`config.mk`:
```
export PLATFORM = sky130hd
export DESIGN_NAME = adder_pipe_nbit
export DESIGN_NICKNAME = d
export VERILOG_FILES = /design/src/rtl/adder_pkg.sv /design/src/rtl/adder_nbit.sv /design/src/rtl/adder_pipe_nbit.sv
export SDC_FILE = /design/constraint.sdc
export NUM_CORES = 1
export LEC_CHECK = 0
export CORE_MARGIN = 1
export CORE_UTILIZATION = 30
export DETAILED_ROUTE_END_ITERATION = 7
export HOLD_SLACK_MARGIN = 0.12
export PLACE_DENSITY = 0.48
export SYNTH_ARGS = -nofsm -noshare
export SYNTH_HDL_FRONTEND = slang
export SYNTH_SLANG_ARGS = --single-unit
```
`constraint.sdc`:
```
create_clock -name clk -period 8.83 [get_ports clk]
set_clock_uncertainty 0.2 [all_clocks]
set_input_delay 0.883 -clock clk [delete_from_list [all_inputs] [get_ports clk]]
set_output_delay 0.883 -clock clk [all_outputs]
set_load 0.01 [all_outputs]
```
`src/rtl/adder_pkg.sv`:
```
// Shared types and defaults for the pipelined adder family.
package adder_pkg;

  typedef enum logic {MODE_WRAP, MODE_SAT} add_mode_t;

  localparam int DEFAULT_BIT_WIDTH  = 16;
  localparam int DEFAULT_NUM_STAGES = 4;

endpackage

```
`src/rtl/adder_nbit.sv`:
```
// Combinational unsigned N-bit adder; overflow is the carry out of the MSB.
module adder_nbit #(
  parameter int BIT_WIDTH = 16
) (
  input  logic [BIT_WIDTH-1:0] a,
  input  logic [BIT_WIDTH-1:0] b,
  input  logic                 carry_in,
  output logic [BIT_WIDTH-1:0] sum,
  output logic                 overflow
);

  assign {overflow, sum} = {1'b0, a} + {1'b0, b} + {{BIT_WIDTH{1'b0}}, carry_in};

endmodule

```
`src/rtl/adder_pipe_nbit.sv`:
```
// Pipelined unsigned adder: one ripple slice per stage, valid/ready handshake
// with a single global advance, optional saturation on the final result.
module adder_pipe_nbit
  import adder_pkg::*;
#(
  parameter int        BIT_WIDTH  = DEFAULT_BIT_WIDTH,
  parameter int        NUM_STAGES = DEFAULT_NUM_STAGES,
  parameter add_mode_t MODE       = MODE_WRAP
) (
  input  logic                 clk,
  input  logic                 rst,
  input  logic [BIT_WIDTH-1:0] a,
  input  logic [BIT_WIDTH-1:0] b,
  input  logic                 carry_in,
  input  logic                 in_valid,
  output logic                 in_ready,
  output logic                 out_valid,
  input  logic                 out_ready,
  output logic [BIT_WIDTH-1:0] sum,
  output logic                 overflow
);

  localparam int SLICE_W = BIT_WIDTH / NUM_STAGES;

  if (BIT_WIDTH % NUM_STAGES != 0) begin : g_bad_cfg
    $fatal(1, "adder_pipe_nbit: BIT_WIDTH must be a multiple of NUM_STAGES");
  end

  // Index k holds what stage k consumes; index k+1 is written by stage k.
  // Operands are pre-shifted so stage k always adds bits [SLICE_W-1:0].
  logic [BIT_WIDTH-1:0] w_op_a  [NUM_STAGES];
  logic [BIT_WIDTH-1:0] w_op_b  [NUM_STAGES];
  logic [BIT_WIDTH-1:0] w_sum_q [NUM_STAGES+1];
  logic                 w_cy_q  [NUM_STAGES+1];
  logic                 w_vld_q [NUM_STAGES+1];
  logic                 w_adv;

  assign w_adv      = !out_valid || out_ready;
  assign in_ready   = w_adv;

  assign w_op_a[0]  = a;
  assign w_op_b[0]  = b;
  assign w_sum_q[0] = '0;
  assign w_cy_q[0]  = carry_in;
  assign w_vld_q[0] = in_valid;

  for (genvar k = 0; k < NUM_STAGES; k++) begin : g_stage
    logic [SLICE_W-1:0]   w_slice_sum;
    logic                 w_slice_cy;
    logic [BIT_WIDTH-1:0] w_sum_next;
    logic [BIT_WIDTH-1:0] r_sum;
    logic                 r_cy;
    logic                 r_vld;

    adder_nbit #(.BIT_WIDTH(SLICE_W)) u_slice (
      .a        (w_op_a[k][SLICE_W-1:0]),
      .b        (w_op_b[k][SLICE_W-1:0]),
      .carry_in (w_cy_q[k]),
      .sum      (w_slice_sum),
      .overflow (w_slice_cy)
    );

    // Deskew: completed slices enter at the top and shift down one slice per
    // stage, landing at k*SLICE_W after the last stage.
    assign w_sum_next = (w_sum_q[k] >> SLICE_W)
                      | (BIT_WIDTH'(w_slice_sum) << (BIT_WIDTH - SLICE_W));

    // NOTE: sequential state uses non-blocking assignments so every stage
    // samples its predecessor's pre-edge value, giving a true shift pipeline.
    always_ff @(posedge clk or posedge rst) begin
      if (rst) begin
        r_vld <= 1'b0;
        r_cy  <= 1'b0;
        r_sum <= '0;
      end else if (w_adv) begin
        r_vld <= w_vld_q[k];
        r_cy  <= w_slice_cy;
        r_sum <= w_sum_next;
      end
    end

    assign w_sum_q[k+1] = r_sum;
    assign w_cy_q[k+1]  = r_cy;
    assign w_vld_q[k+1] = r_vld;

    if (k < NUM_STAGES - 1) begin : g_skew
      logic [BIT_WIDTH-1:0] r_op_a;
      logic [BIT_WIDTH-1:0] r_op_b;

      always_ff @(posedge clk or posedge rst) begin
        if (rst) begin
          r_op_a <= '0;
          r_op_b <= '0;
        end else if (w_adv) begin
          r_op_a <= w_op_a[k] >> SLICE_W;
          r_op_b <= w_op_b[k] >> SLICE_W;
        end
      end

      assign w_op_a[k+1] = r_op_a;
      assign w_op_b[k+1] = r_op_b;
    end
  end

  assign out_valid = w_vld_q[NUM_STAGES];
  assign overflow  = w_cy_q[NUM_STAGES];
  assign sum       = (MODE == MODE_SAT && overflow) ? '1 : w_sum_q[NUM_STAGES];

  // Simulation-only guard against unknown operands entering the pipe.
  always @(posedge clk) begin
    if (in_valid) begin
      assert (!$isunknown({a, b}))
        else $error("adder_pipe_nbit: unknown bits on a/b while in_valid=1");
    end
  end

endmodule

```
==> impl_metrics.csv <==
group,metric,value,unit
layout,syn_to_final_growth,22.6,%
synthesis,ys_types,23,
placed_design,port_buffers,55,
synthesis,synth_nets,501,
sta,fmax,0.234,GHz
synthesis,yosysMostFrequentCell,"nand2_1",
placed_design,dp_worst_setup_slack,4.54,ns
die,io-pin-count,56,
worst_setup_path,r2r-start,"out_valid",
grt,grt_pass1_wl,13400,um
worst_setup_path,endpoint,"in_ready",
sta,hold_viol_final,0,
worst_setup_path,rrSetupSlack,6.71,ns
layout,fillers,1423,
clocking,cts.sinks,96,
worst_setup_path,cp.arrival,3.20,ns
grt,grt_antenna_before_repair,0,
synthesis,yosysSeqAreaShare,58.1,%
sta,rsz0062_at_grt,"false",
placed_design,place_inst,657,
layout,stdcell_count,669,
worst_setup_path,required,7.75,ns
die,die_area,0.0142,sq mm
routing,wl_per_cell,11.1,um
grt,grt_use_total,11.7,%
die,coreArea,0.0133,sq mm
synthesis,synth_ff_type,"dfrtp_1",
clocking,path_clk_slew,0.06,ns
synthesis,postSynthCellCount,444,
clocking,cts_hold_buf,0,
synthesis,synth_area,0.00413,sq mm
placed_design,place_congestion,0.692,
die,die_width,119,um
synthesis,synth_top_area_share,58.1,%
worst_setup_path,start_kind,"input pin",
routing,wirelength,7450,um
sta,maxSlewViolCount,0,
pwr,power,1.69,mW
synthesis,syn_avg_cell_area,9.31,sq um
clocking,clk_path_buf_depth,2,
worst_setup_path,critPathKind,"in -> out",
worst_setup_path,endpoint_kind,"output port",
sta,worst_slack,4.55,ns
die,start_util,31.0,%
die,die_height,119,um
routing,drc,0,
die,num_rows,42,
routing,via_count,2791,
routing,drtPass1Iterations,4,
layout,drive_gt1_share,3.85,%
routing,via_per_inst,4.17,
grt,first_global_vias,2826,
pwr,p_leak,2.56,nW
clocking,cts_resized,0,
synthesis,synth-seq-cells,96,
synthesis,async_flop_share,100,%
synthesis,ys_warn_count,0,
synthesis,yosys.area.top_type,"dfrtp_1",
sta,worst_pin_slew,0.964,ns
worst_setup_path,crit_path_max_fanout,99,
clocking,cts-root-buf,"clkbuf_16",
sta,period_minus_slack,4.28,ns
clocking,cts_buffers,9,
routing,drtAntennaViolNets,0,
sta,setup_violations,0,
grt,overflow,0,
grt,grt_max_degree,100,
worst_setup_path,r2r-end,"sum[14]",
clocking,htreeDepth,3,
pwr,p_per_area,333,mW/mm^2
sta,slew_headroom,35.7,%
clocking,clock_latency,0.33,ns
pwr,vdd_drop_max,85.1,uV
worst_setup_path,worstSetupStartpoint,"out_ready",
synthesis,synth.top_cells.by_count,"nand2_1 (239), dfrtp_1 (96), a21oi_1 (12), ha_1 (12), inv_1 (12)",
outcome,status,"finished clean",
layout,layout.nets,549,
worst_hold_path,hold_path.class,"reg -> reg",
layout,multiInputGateArea,0.00154,sq mm
sta,hold_slack,0.260,ns
synthesis,synth_edf_count,0,
routing,drt_iter0_markers,123,
layout,seq_area,0.00240,sq mm
job,maxCapViolCount,0,
layout,antennaDiodeCount,0,
clocking,post_cts_buffers,0,
placed_design,dp_hpwl,4850,um
synthesis,yosys-top-cells-area,"dfrtp_1 (58%), nand2_1 (22%), fa_1 (3.9%)",
worst_setup_path,ff2ff_path_depth,5,
sta,post-route-period-util,48.5,%
clocking,cts_tree,"done",
sta,finalSetupTns,0,ns
[placed cells by master, fill, tap and decap left out]
cell	n
dfrtp_1	96
clkbuf_16	9
o21ai_0	11
xnor2_1	2
clkdlybuf4s50_1	55
nand2_1	239
a211oi_1	1
a21oi_1	12
o21ai_1	2
clkbuf_8	2
buf_4	3
inv_4	2
xor2_1	4
nor3_1	1
nand2b_1	1
fa_1	8
o31ai_2	1
a21o_1	5
nor2b_1	3
nor2_1	9
bufinv_16	1
ha_1	12
nor2b_4	1
o21a_1	2
inv_1	11
[cell families after synthesis]
kind of cell    after synthesis  share of synthesized area [%]
xor+xnor                      6                           1.27
flops                        96                           58.1
fa+ha+maj                    20                           7.51
simple gates                254                           23.6
buf+inv                      34                           4.72
compound gates               34                           4.78
[per-layer routing]
metal,routed length (um),track usage [%],share of wire (%),vias up
met2,3260,17.6,44,35
met4,106,5.39,1.4,0
met3,251,2.73,3.4,7
li1,-,-,-,1454
met5,0,0,0,-
met1,3830,16.0,51,1295
[area by class of cell]
class,instances,share of cell area [%]
well taps,176,4.35
repair buffers,58,11.3
inverters,13,1.06
clock inverters,1,0.593
multi-input cells,314,30.3
clock buffers,11,4.99
flip-flops and latches,96,47.4
[where the power goes]
part	switching (mW)	total, mW	leakage, nW	internal [mW]
combinational	0.311	0.581	1.26	0.270
sequential	0.102	0.734	1.16	0.631
clock	0.146	0.375	0.139	0.228
[critical path, stage by stage]
cell and delay [ns]:
clkdlybuf4s50_1 0.50, nor2b_4 0.04, buf_4 0.26, inv_4 0.74, clkdlybuf4s50_1 0.69
[how the worst min path moves through the flow]
stage / start / to / slack (ns) / depth (start not counted)
floorplan: g_stage[2].r_vld / g_stage[2].r_vld / 0.23 / 2
global placement: g_stage[2].r_vld / g_stage[2].r_vld / 0.24 / 2
detailed placement: g_stage[2].r_vld / g_stage[2].r_vld / 0.25 / 2
CTS: g_stage[2].r_vld / g_stage[2].r_vld / 0.27 / 2
global route: g_stage[2].r_sum[4] / g_stage[2].r_sum[4] / 0.28 / 2
finish: g_stage[2].r_vld / g_stage[2].r_vld / 0.26 / 2
[metrics by stage]
stage | area, sq um | util (%)
after floorplan | 4130 | -
after global placement | 4780 | 35.8
after detailed placement | 4780 | 35.8
after CTS | 5070 | 38.0
after global routing | 5070 | 38.0
final | 5070 | 38.0
[flip-flops by register name (all words and copies together) (netlist names)]
register               cells
g_stage.g_skew.r_op_a     24
g_stage.g_skew.r_op_b     24
g_stage.r_cy               3
g_stage.r_sum             24
g_stage.r_vld              3
out_valid                  1
overflow                   1
sum                       16
(Power assumes the default switching activity.)
